## src/rtl/mc_controller_hs.sv

```systemverilog
// Multicycle MIPS control FSM with a memory ready handshake, bounded wait states,
// BNE/JR/HALT support, illegal-instruction and bus-timeout traps, and a retire pulse.
module mc_controller_hs #(
  parameter int         MEM_TIMEOUT = 16,
  parameter int         CNT_W       = 5,
  parameter logic [5:0] HALT_OPCODE = 6'h3F,
  parameter bit         BNE_EN      = 1'b1
) (
  input  logic       clk,
  input  logic       rst,
  input  logic       ZERO,
  input  logic [5:0] opcode,
  input  logic [5:0] func,
  input  logic       mem_ready,
  output logic       pc_write,
  output logic       IR_write,
  output logic       reg_dst,
  output logic       jal_reg,
  output logic       pc_to_reg,
  output logic       mem_to_reg,
  output logic       reg_write,
  output logic       alu_src_A,
  output logic [1:0] alu_src_B,
  output logic [1:0] pc_src,
  output logic       I_or_D,
  output logic       mem_write,
  output logic       mem_read,
  output logic [2:0] alu_op,
  output logic       retire,
  output logic       halted,
  output logic       trap,
  output logic [1:0] trap_cause
);

  localparam logic [5:0] OP_RTYPE = 6'd0,  OP_J    = 6'd2,  OP_JAL  = 6'd3;
  localparam logic [5:0] OP_BEQ   = 6'd4,  OP_BNE  = 6'd5,  OP_ADDI = 6'd8;
  localparam logic [5:0] OP_SLTI  = 6'd10, OP_ANDI = 6'd12, OP_LW   = 6'd35;
  localparam logic [5:0] OP_SW    = 6'd43;
  localparam logic [5:0] FN_JR  = 6'd8,  FN_ADD = 6'd32, FN_SUB = 6'd34;
  localparam logic [5:0] FN_AND = 6'd36, FN_OR  = 6'd37, FN_SLT = 6'd42;
  localparam logic [2:0] ALU_ADD = 3'b000, ALU_SUB = 3'b001, ALU_AND = 3'b010;
  localparam logic [2:0] ALU_OR  = 3'b011, ALU_SLT = 3'b100;

  typedef enum logic [3:0] {
    S_FETCH, S_DECODE, S_EXEC_R, S_RWB, S_EXEC_I, S_IWB, S_MEMADR, S_MEMRD,
    S_MEMWB, S_MEMWR, S_BRANCH, S_JUMP, S_JAL, S_JR, S_HALT, S_TRAP
  } state_e;

  state_e           state_q, state_d;
  logic [CNT_W-1:0] wait_q, wait_d;
  logic [1:0]       cause_q, cause_d;

  logic mem_state, timeout, r_ok;

  assign mem_state = (state_q == S_FETCH) || (state_q == S_MEMRD) || (state_q == S_MEMWR);
  // The handshake wins: a ready on the timeout cycle completes the access.
  assign timeout   = mem_state && !mem_ready && (wait_q == CNT_W'(MEM_TIMEOUT));
  assign r_ok      = func inside {FN_ADD, FN_SUB, FN_AND, FN_OR, FN_SLT};

  always_comb begin
    state_d = state_q;
    cause_d = cause_q;
    case (state_q)
      S_FETCH:  if (mem_ready) state_d = S_DECODE;
      S_DECODE: begin
        if (opcode == OP_RTYPE && r_ok)                       state_d = S_EXEC_R;
        else if (opcode == OP_RTYPE && func == FN_JR)         state_d = S_JR;
        else if (opcode == OP_LW || opcode == OP_SW)          state_d = S_MEMADR;
        else if (opcode == OP_BEQ || (BNE_EN && opcode == OP_BNE)) state_d = S_BRANCH;
        else if (opcode inside {OP_ADDI, OP_SLTI, OP_ANDI})   state_d = S_EXEC_I;
        else if (opcode == OP_J)                              state_d = S_JUMP;
        else if (opcode == OP_JAL)                            state_d = S_JAL;
        else if (opcode == HALT_OPCODE)                       state_d = S_HALT;
        else begin
          state_d = S_TRAP;
          cause_d = 2'b01;
        end
      end
      S_EXEC_R: state_d = S_RWB;
      S_EXEC_I: state_d = S_IWB;
      S_MEMADR: state_d = (opcode == OP_LW) ? S_MEMRD : S_MEMWR;
      S_MEMRD:  if (mem_ready) state_d = S_MEMWB;
      S_MEMWR:  if (mem_ready) state_d = S_FETCH;
      S_RWB, S_IWB, S_MEMWB, S_BRANCH, S_JUMP, S_JAL, S_JR: state_d = S_FETCH;
      S_HALT, S_TRAP: state_d = state_q;
      default:  state_d = S_FETCH;
    endcase
    if (timeout) begin
      state_d = S_TRAP;
      cause_d = 2'b10;
    end
    if (state_d != state_q || mem_ready || !mem_state) wait_d = '0;
    else                                               wait_d = wait_q + CNT_W'(1);
  end

  always_ff @(posedge clk or negedge rst) begin
    if (!rst) begin
      state_q <= S_FETCH;
      wait_q  <= '0;
      cause_q <= 2'b00;
    end else begin
      state_q <= state_d;
      wait_q  <= wait_d;
      cause_q <= cause_d;
    end
  end

  always_comb begin
    pc_write   = 1'b0;
    IR_write   = 1'b0;
    reg_dst    = 1'b0;
    jal_reg    = 1'b0;
    pc_to_reg  = 1'b0;
    mem_to_reg = 1'b0;
    reg_write  = 1'b0;
    alu_src_A  = 1'b0;
    alu_src_B  = 2'b00;
    pc_src     = 2'b00;
    I_or_D     = 1'b0;
    mem_write  = 1'b0;
    mem_read   = 1'b0;
    alu_op     = ALU_ADD;
    retire     = 1'b0;
    case (state_q)
      S_FETCH: begin
        mem_read  = 1'b1;
        alu_src_B = 2'b01;
        pc_write  = mem_ready;
        IR_write  = mem_ready;
      end
      S_DECODE: alu_src_B = 2'b11;
      S_EXEC_R: begin
        alu_src_A = 1'b1;
        case (func)
          FN_SUB:  alu_op = ALU_SUB;
          FN_AND:  alu_op = ALU_AND;
          FN_OR:   alu_op = ALU_OR;
          FN_SLT:  alu_op = ALU_SLT;
          default: alu_op = ALU_ADD;
        endcase
      end
      S_RWB: begin
        reg_dst   = 1'b1;
        reg_write = 1'b1;
        retire    = 1'b1;
      end
      S_EXEC_I: begin
        alu_src_A = 1'b1;
        alu_src_B = 2'b10;
        if (opcode == OP_SLTI)      alu_op = ALU_SLT;
        else if (opcode == OP_ANDI) alu_op = ALU_AND;
      end
      S_IWB: begin
        reg_write = 1'b1;
        retire    = 1'b1;
      end
      S_MEMADR: begin
        alu_src_A = 1'b1;
        alu_src_B = 2'b10;
      end
      S_MEMRD: begin
        I_or_D   = 1'b1;
        mem_read = 1'b1;
      end
      S_MEMWB: begin
        mem_to_reg = 1'b1;
        reg_write  = 1'b1;
        retire     = 1'b1;
      end
      S_MEMWR: begin
        I_or_D    = 1'b1;
        mem_write = !timeout;
        retire    = mem_ready;
      end
      S_BRANCH: begin
        alu_src_A = 1'b1;
        alu_op    = ALU_SUB;
        pc_src    = 2'b01;
        pc_write  = (opcode == OP_BNE) ? !ZERO : ZERO;
        retire    = 1'b1;
      end
      S_JUMP: begin
        pc_src   = 2'b10;
        pc_write = 1'b1;
        retire   = 1'b1;
      end
      S_JAL: begin
        pc_src    = 2'b10;
        pc_write  = 1'b1;
        jal_reg   = 1'b1;
        pc_to_reg = 1'b1;
        reg_write = 1'b1;
        retire    = 1'b1;
      end
      S_JR: begin
        pc_src   = 2'b11;
        pc_write = 1'b1;
        retire   = 1'b1;
      end
      default: ;
    endcase
    // State is already FETCH while reset is low; just mask the fetch strobes.
    if (!rst) begin
      pc_write = 1'b0;
      IR_write = 1'b0;
    end
  end

  assign halted     = (state_q == S_HALT);
  assign trap       = (state_q == S_TRAP);
  assign trap_cause = cause_q;

endmodule

```

## config.mk

```make
export PLATFORM = sky130hd
export DESIGN_NAME = mc_controller_hs
export DESIGN_NICKNAME = d
export VERILOG_FILES = /design/src/rtl/mc_controller_hs.sv
export SDC_FILE = /design/constraint.sdc
export NUM_CORES = 1
export LEC_CHECK = 0
export CAP_MARGIN = 40
export CORE_ASPECT_RATIO = 1.25
export CORE_UTILIZATION = 30
export DETAILED_ROUTE_END_ITERATION = 12
export PLACE_DENSITY_LB_ADDON = 0.25
export REMOVE_ABC_BUFFERS = 1
export SLEW_MARGIN = 30
export SYNTH_ARGS = -nofsm -noshare
export SYNTH_HDL_FRONTEND = slang
export SYNTH_SLANG_ARGS = --single-unit
```

## constraint.sdc

```tcl
create_clock -name clk -period 2.2 [get_ports clk]
set_input_delay 0.44 -clock clk [delete_from_list [all_inputs] [get_ports clk]]
set_output_delay 0.44 -clock clk [all_outputs]
set_load 0.03 [all_outputs]
```

# --- After elaboration in Yosys (flattened, before gate mapping) ---
# Cells that the tools add are included.
word_totals:
  reg_bits: 11
  latchBits: 0
  elab_cells: 119
  ramBits: 0
  mem_bits_ro: 0
  input_bits: 16
  out_inout_bits: 23
  n_memories: 0
classes:
  n_div: 0
  eq_ne: 41
  muxes: 45
  n_mul: 0
  shift: 0
  addsub: 1
  bitwise_logic: 0
  n_reduce_logical: 29
  magnitude_cmp: 0
op_table:
  columns: ["op", "count"]
  rows:
  - ["6-bit equality test (second input constant)", 8]
  - ["4-bit 2-to-1 mux", 10]
  - ["4-bit case mux with 9 select lines", 1]
  - ["4-bit equality test (second input constant)", 8]
  - ["6-bit by 4-bit equality test with 1-bit output (second input constant)", 4]
  - ["2-bit 2-to-1 mux", 12]
  - ["4-bit by 3-bit equality test with 1-bit output (second input constant)", 4]
  - ["2-bit != test (second input constant)", 8]
  - ["1-bit 2-to-1 mux", 13]
  - ["6-bit by 2-bit equality test with 1-bit output (second input constant)", 2]
  - ["6-bit by 3-bit equality test with 1-bit output (second input constant)", 2]
  - ["2-bit case mux with 3 select lines", 2]
  - ["3-bit case mux with 4 select lines", 1]
  - ["2-bit OR reduction", 5]
  - ["3-bit case mux with 3 select lines", 1]
  - ["9-bit AND reduction", 1]
  - ["4-bit by 2-bit equality test with 1-bit output (second input constant)", 2]
  - ["4-bit OR reduction", 2]
  - ["7-bit OR reduction", 1]
  - ["6-bit logical NOT", 1]
  - ["1-bit logical OR", 6]
  - ["3-bit 2-to-1 mux", 2]
  - ["5-bit by 1-bit adder with 5-bit output (second input constant)", 1]
  - ["5-bit equality test (second input constant)", 1]
  - ["12 further kinds", 18]

# --- Logic depth before layout (Yosys ltp) ---
depth:
  word_depth: 15
  mapped_depth: 6
  mapped_depth_nobuf: 6

# --- Worst setup path before layout ---
# No wires, ideal clock.
synth_path:
  path_type: "reg-to-output"
  startpoint: "reg state_q[0]"
  endpoint: "out pc_to_reg"
  path_slack_ns: 0.013
  stages_incl_launch_ff: 6
  path_buffers: 3
  t_required_ns: 1.760
  arrival_time_ns: 1.747
  cell_sequence: "dfrtp_1 -> buf_2 -> clkbuf_1 -> or2_2 -> nor2_1 -> buf_4"
synth_via:
  elab_chain_len: 2
synth_lines:
  columns: ["element", "line", "source"]
  rows:
  - ["from (decl)", "49", "state_e state_q, state_d;"]
  - ["from (signal assigned)", "102", "state_q <= state_d;"]
  - ["4-bit equality test", null, null]
  - ["1-bit 2-to-1 mux", null, null]
  - ["to (decl)", "19", "output logic pc_to_reg,"]
# Every way passes these cells.

# --- Worst setup path in the final report ---
layout_path:
  startpoint: "reg state_q[1]"
  endpoint: "out I_or_D"
layout_via:
  elab_chain_len: 3
  word_cells_on_any_way: 4
  classes_between: "2 x eq/ne; 1 x mux; 1 x reduce/logical"
layout_lines:
  columns: ["element", "line", "source"]
  rows:
  - ["4-bit by 3-bit equality test with 1-bit output or 4-bit equality test (tied branches)", "124", "case (state_q)"]
  - ["2-bit OR reduction (no line) *", null, null]
  - ["1-bit 2-to-1 mux *", "124", null]
  - ["to (decl)", "25", "output logic I_or_D,"]
# Every way passes the cells marked *; elsewhere a longest branch is shown, timed or not.

==> metrics.csv <==
stage;metric;value;unit
outcome;status;finished clean;
critical_path;crit path buf inv count;3;
synth;Mapped Area;1274;sq um
floorplan;chip height;74.85;um
synth;Commonest cells post-synth;24 x nor2_1, 12 x nand2_1, 11 x a21oi_1, 11 x dfrtp_1, 10 x nand3_1;
critical_path;delay-heaviest family, CP;buffers and inverters;
final_layout;nets;260;
global_routing;pin count of the biggest net entering global routing;18;
synth;Post-synth EDFFs;0;
critical_path;Crit Path Max Fanout;7;
detailed_routing;wire length per cell;12.91;um
detailed_routing;ANT nets after route;0;
final_layout;Fillers;420;
placed_design;DP Wirelength;3051;um
power;Comb pwr share;74.5;%
clocking;clock sink count;11;
power;cell-internal power;1.018;mW
global_routing;global-route wire length before repair;6334;um
power;Clock Power Share;10.1;%
sta;FMAX;481.2;MHz
floorplan;row count;26;
worst_hold_path;hold path depth;1;
power;leakage power;0.9500;nW
final_layout;Area Growth Syn to Fin;58.64;%
clocking;total CTS buffers;3;
synth;asr flop ratio synth;100.0;%
synth;main flop type after synthesis;dfrtp_1;
worst_hold_path;Hold Crit Endpoint;trap_cause[1]$_DFFE_PN0P_;
detailed_routing;total routed wirelength;3834;um
synth;register area share after synthesis;21.61;%
sta;worst slew pin tran;371.9;ps
critical_path;slowest CP cell;dfrtp_2;
critical_path;Reg2Reg Depth;7;
sta;setup violators final;0;
detailed_routing;DRT Pass-1 Iters;4;
placed_design;GP Congestion;0.8664;
clocking;hold buffers post-CTS;0;
detailed_routing;via count;1501;
critical_path;Crit Reg-Reg Startpoint;state_q[3]$_DFF_PN0_;
power;Reg power frac;15.4;%
floorplan;die width;60.28;um
detailed_routing;DRT iter0 DRCs;41;
floorplan;IO Count;39;
clocking;clock root buffer;clkbuf_8;
critical_path;Cell Chain, Critical Path;buf_4, inv_1, nand2_1, o21ai_0, and2_1, dlygate4sd2_1;
final_layout;multi-input logic area;939.7;sq um
clocking;worst-skew pair later-pin latency;240;ps
global_routing;All-Layer GR Usage;18.24;%
worst_hold_path;Min-Delay Path Class;reg -> reg;
clocking;clk buf depth;2;
floorplan;Die ar.;4512;sq um
global_routing;grt ovf;0;
sta;RSZ-0062 raised after global routing;no;
critical_path;CP Data Required Time;1760;ps
sta;final setup TNS;0;ps
job;Max-cap violations;0;
critical_path;WP data arrival;1640;ps
clocking;Reg clk slew, reported paths;60;ps
global_routing;antenna violations before repair;0;
worst_hold_path;hold path startpoint;trap_cause[1]$_DFFE_PN0P_;
final_layout;antenna cells;0;
synth;count of cell types in the netlist;50;
global_routing;vias in the first global route;1437;
power;switching power;1.048;mW
power;PwrDens;1022;nW/um^2
sta;Fin. Hold Viols;0;
power;Sw Ratio;50.72;%
critical_path;WS Path Type;reg -> out;
final_layout;layout cells sized above 1;32.78;%
synth;Synth area leader;dfrtp_1;
synth;Yosys warning total;0;
critical_path;RR Endpoint;wait_q[4]$_DFF_PN0_;
sta;Slew HR;74.98;%
synth;syn avg cell area;7.363;sq um
critical_path;Startpoint Class;flop;
clocking;# H-tree levels;1;
synth;top cell type's share of synthesized area;21.61;%
detailed_routing;DRC viols;0;
final_layout;final design utilization;49.69;%
placed_design;IO buf count;38;
synth;leading cell type by number of instances after synthesis;nor2_1;
power;Max VDD drop;0.3417;mV
critical_path;flop2flop setup slack;290;ps
clocking;CTS tree;done;
sta;Tmin final;2078;ps
floorplan;Core Region;4066;sq um
sta;Final period util;94.46;%
synth;Syn Inst Count;173;
sta;max-slew violation count;0;
detailed_routing;DR vias/cell;5.054;
sta;Clock Skew;5.065;ps
critical_path;Largest stage delay, worst path;440;ps
floorplan;Initial Util;31.32;%
critical_path;CP Capture Type;output port;
final_layout;Register Area;279.0;sq um
synth;main area contributors after synthesis;dfrtp_1 22%, nor2_1 7.1%, a21oi_1 4.3%, nand3_1 3.9%, nor2b_1 3.9%;
synth;FF+latch count, synth;11;
==> metal layers <==
metal  GRT usage [%]  part of all wire [%]
met1           22.61                    43
met2           33.21                    52
met3           3.093                   4.5
met4           2.584                  0.63
met5               0                     0
==> registers in the layout, indices dropped and copies added, names as in the netlist <==
| signal | count |
|---|---|
| state_q | 4 |
| trap_cause | 2 |
| wait_q | 5 |
==> metrics by stage <==
| step | power [mW] | hold slack, ps | std cells | setup WS, ps | area (sq um) |
|---|---|---|---|---|---|
| after floorplan | 1.205 | 144.4 | 161 | -250.6 | 1209 |
| after global placement | 1.839 | 458.8 | 290 | -153.2 | 1904 |
| after detailed placement | 1.838 | 465.1 | 290 | -238.6 | 1904 |
| after CTS | 2.024 | 478.5 | 294 | -137.8 | 1938 |
| after global routing | 2.238 | 496.5 | 297 | 10.61 | 2021 |
| final | 2.066 | 474.4 | 297 | 121.9 | 2021 |
==> power by group through the flow <==
stage	Combinational, mW	Sequential (mW)	Clock (mW)
after floorplan	0.828	0.378	0
after global placement	1.52	0.318	0
after detailed placement	1.52	0.319	0
after CTS	1.49	0.317	0.217
after global routing	1.68	0.324	0.230
final	1.54	0.318	0.208
==> worst max-delay path by stage <==
stage	start	end	slack [ps]	cells after the start
after floorplan	state_q[2]$_DFF_PN0_	alu_op[2]	-250	4
after global placement	opcode[0]	wait_q[2]$_DFF_PN0_	-150	6
after detailed placement	opcode[0]	wait_q[2]$_DFF_PN0_	-240	6
after CTS	opcode[1]	pc_write	-140	7
after global routing	state_q[1]$_DFF_PN0_	I_or_D	10	6
final	state_q[1]$_DFF_PN0_	I_or_D	120	6
==> what timing repair did <==
| action | 4_1_cts | 5_1_grt |
|---|---|---|
| setup buffers | 0 | 3 |
| setup endpoints to repair | 12 | 8 |
| gates resized for setup | 11 | 27 |
| pin swaps | 0 | 6 |
==> layout by cell type (no fill, tap or decap), drive strengths merged, types with 2 or more instances in the layout <==
cell type / n
nand4b: 2
a211oi: 2
o211ai: 3
nor2b: 8
nand2b: 5
nor4: 7
buf: 50
clkdlybuf4s50: 8
a21boi: 2
inv: 8
nor2: 25
nand3: 10
nor3: 8
or2: 2
clkbuf: 4
and2: 2
nand2: 12
nand4: 4
dlygate4sd2: 9
xnor2: 3
o21ai: 10
dlymetal6s2s: 8
and3: 2
a31oi: 2
dfrtp: 11
ha: 2
xor2: 3
a21oi: 11
a22oi: 2
==> cell families after synthesis <==
group | after synthesis | share of synthesized area (%)
AO/OA/AOI/OAI | 41 | 23.67
multiplexers | 1 | 0.7859
buffers and inverters | 20 | 7.465
flip-flops | 11 | 21.61
adder cells (fa/ha/maj) | 2 | 1.964
AND/OR/NAND/NOR | 92 | 40.37
XOR/XNOR | 6 | 4.126
==> area by class of cell <==
cell class	instances	share of cell area (%)
inverters	8	1.486
clock buffers	3	2.043
flip-flops and latches	11	13.81
multi-input cells	142	46.50
well taps	56	3.467
repair buffers	76	32.45
clock inverters	1	0.2477
==> worst register-to-register path, stage by stage (launching register included) <==
cell and delay [ps]:
dfrtp_2 450, buf_4 170, nand4b_1 220, a2bb2oi_4 190, buf_4 170, or2_2 310
a31oi_4 190, nor4_1 80
Note: power is estimated with default switching activity, not from simulation.
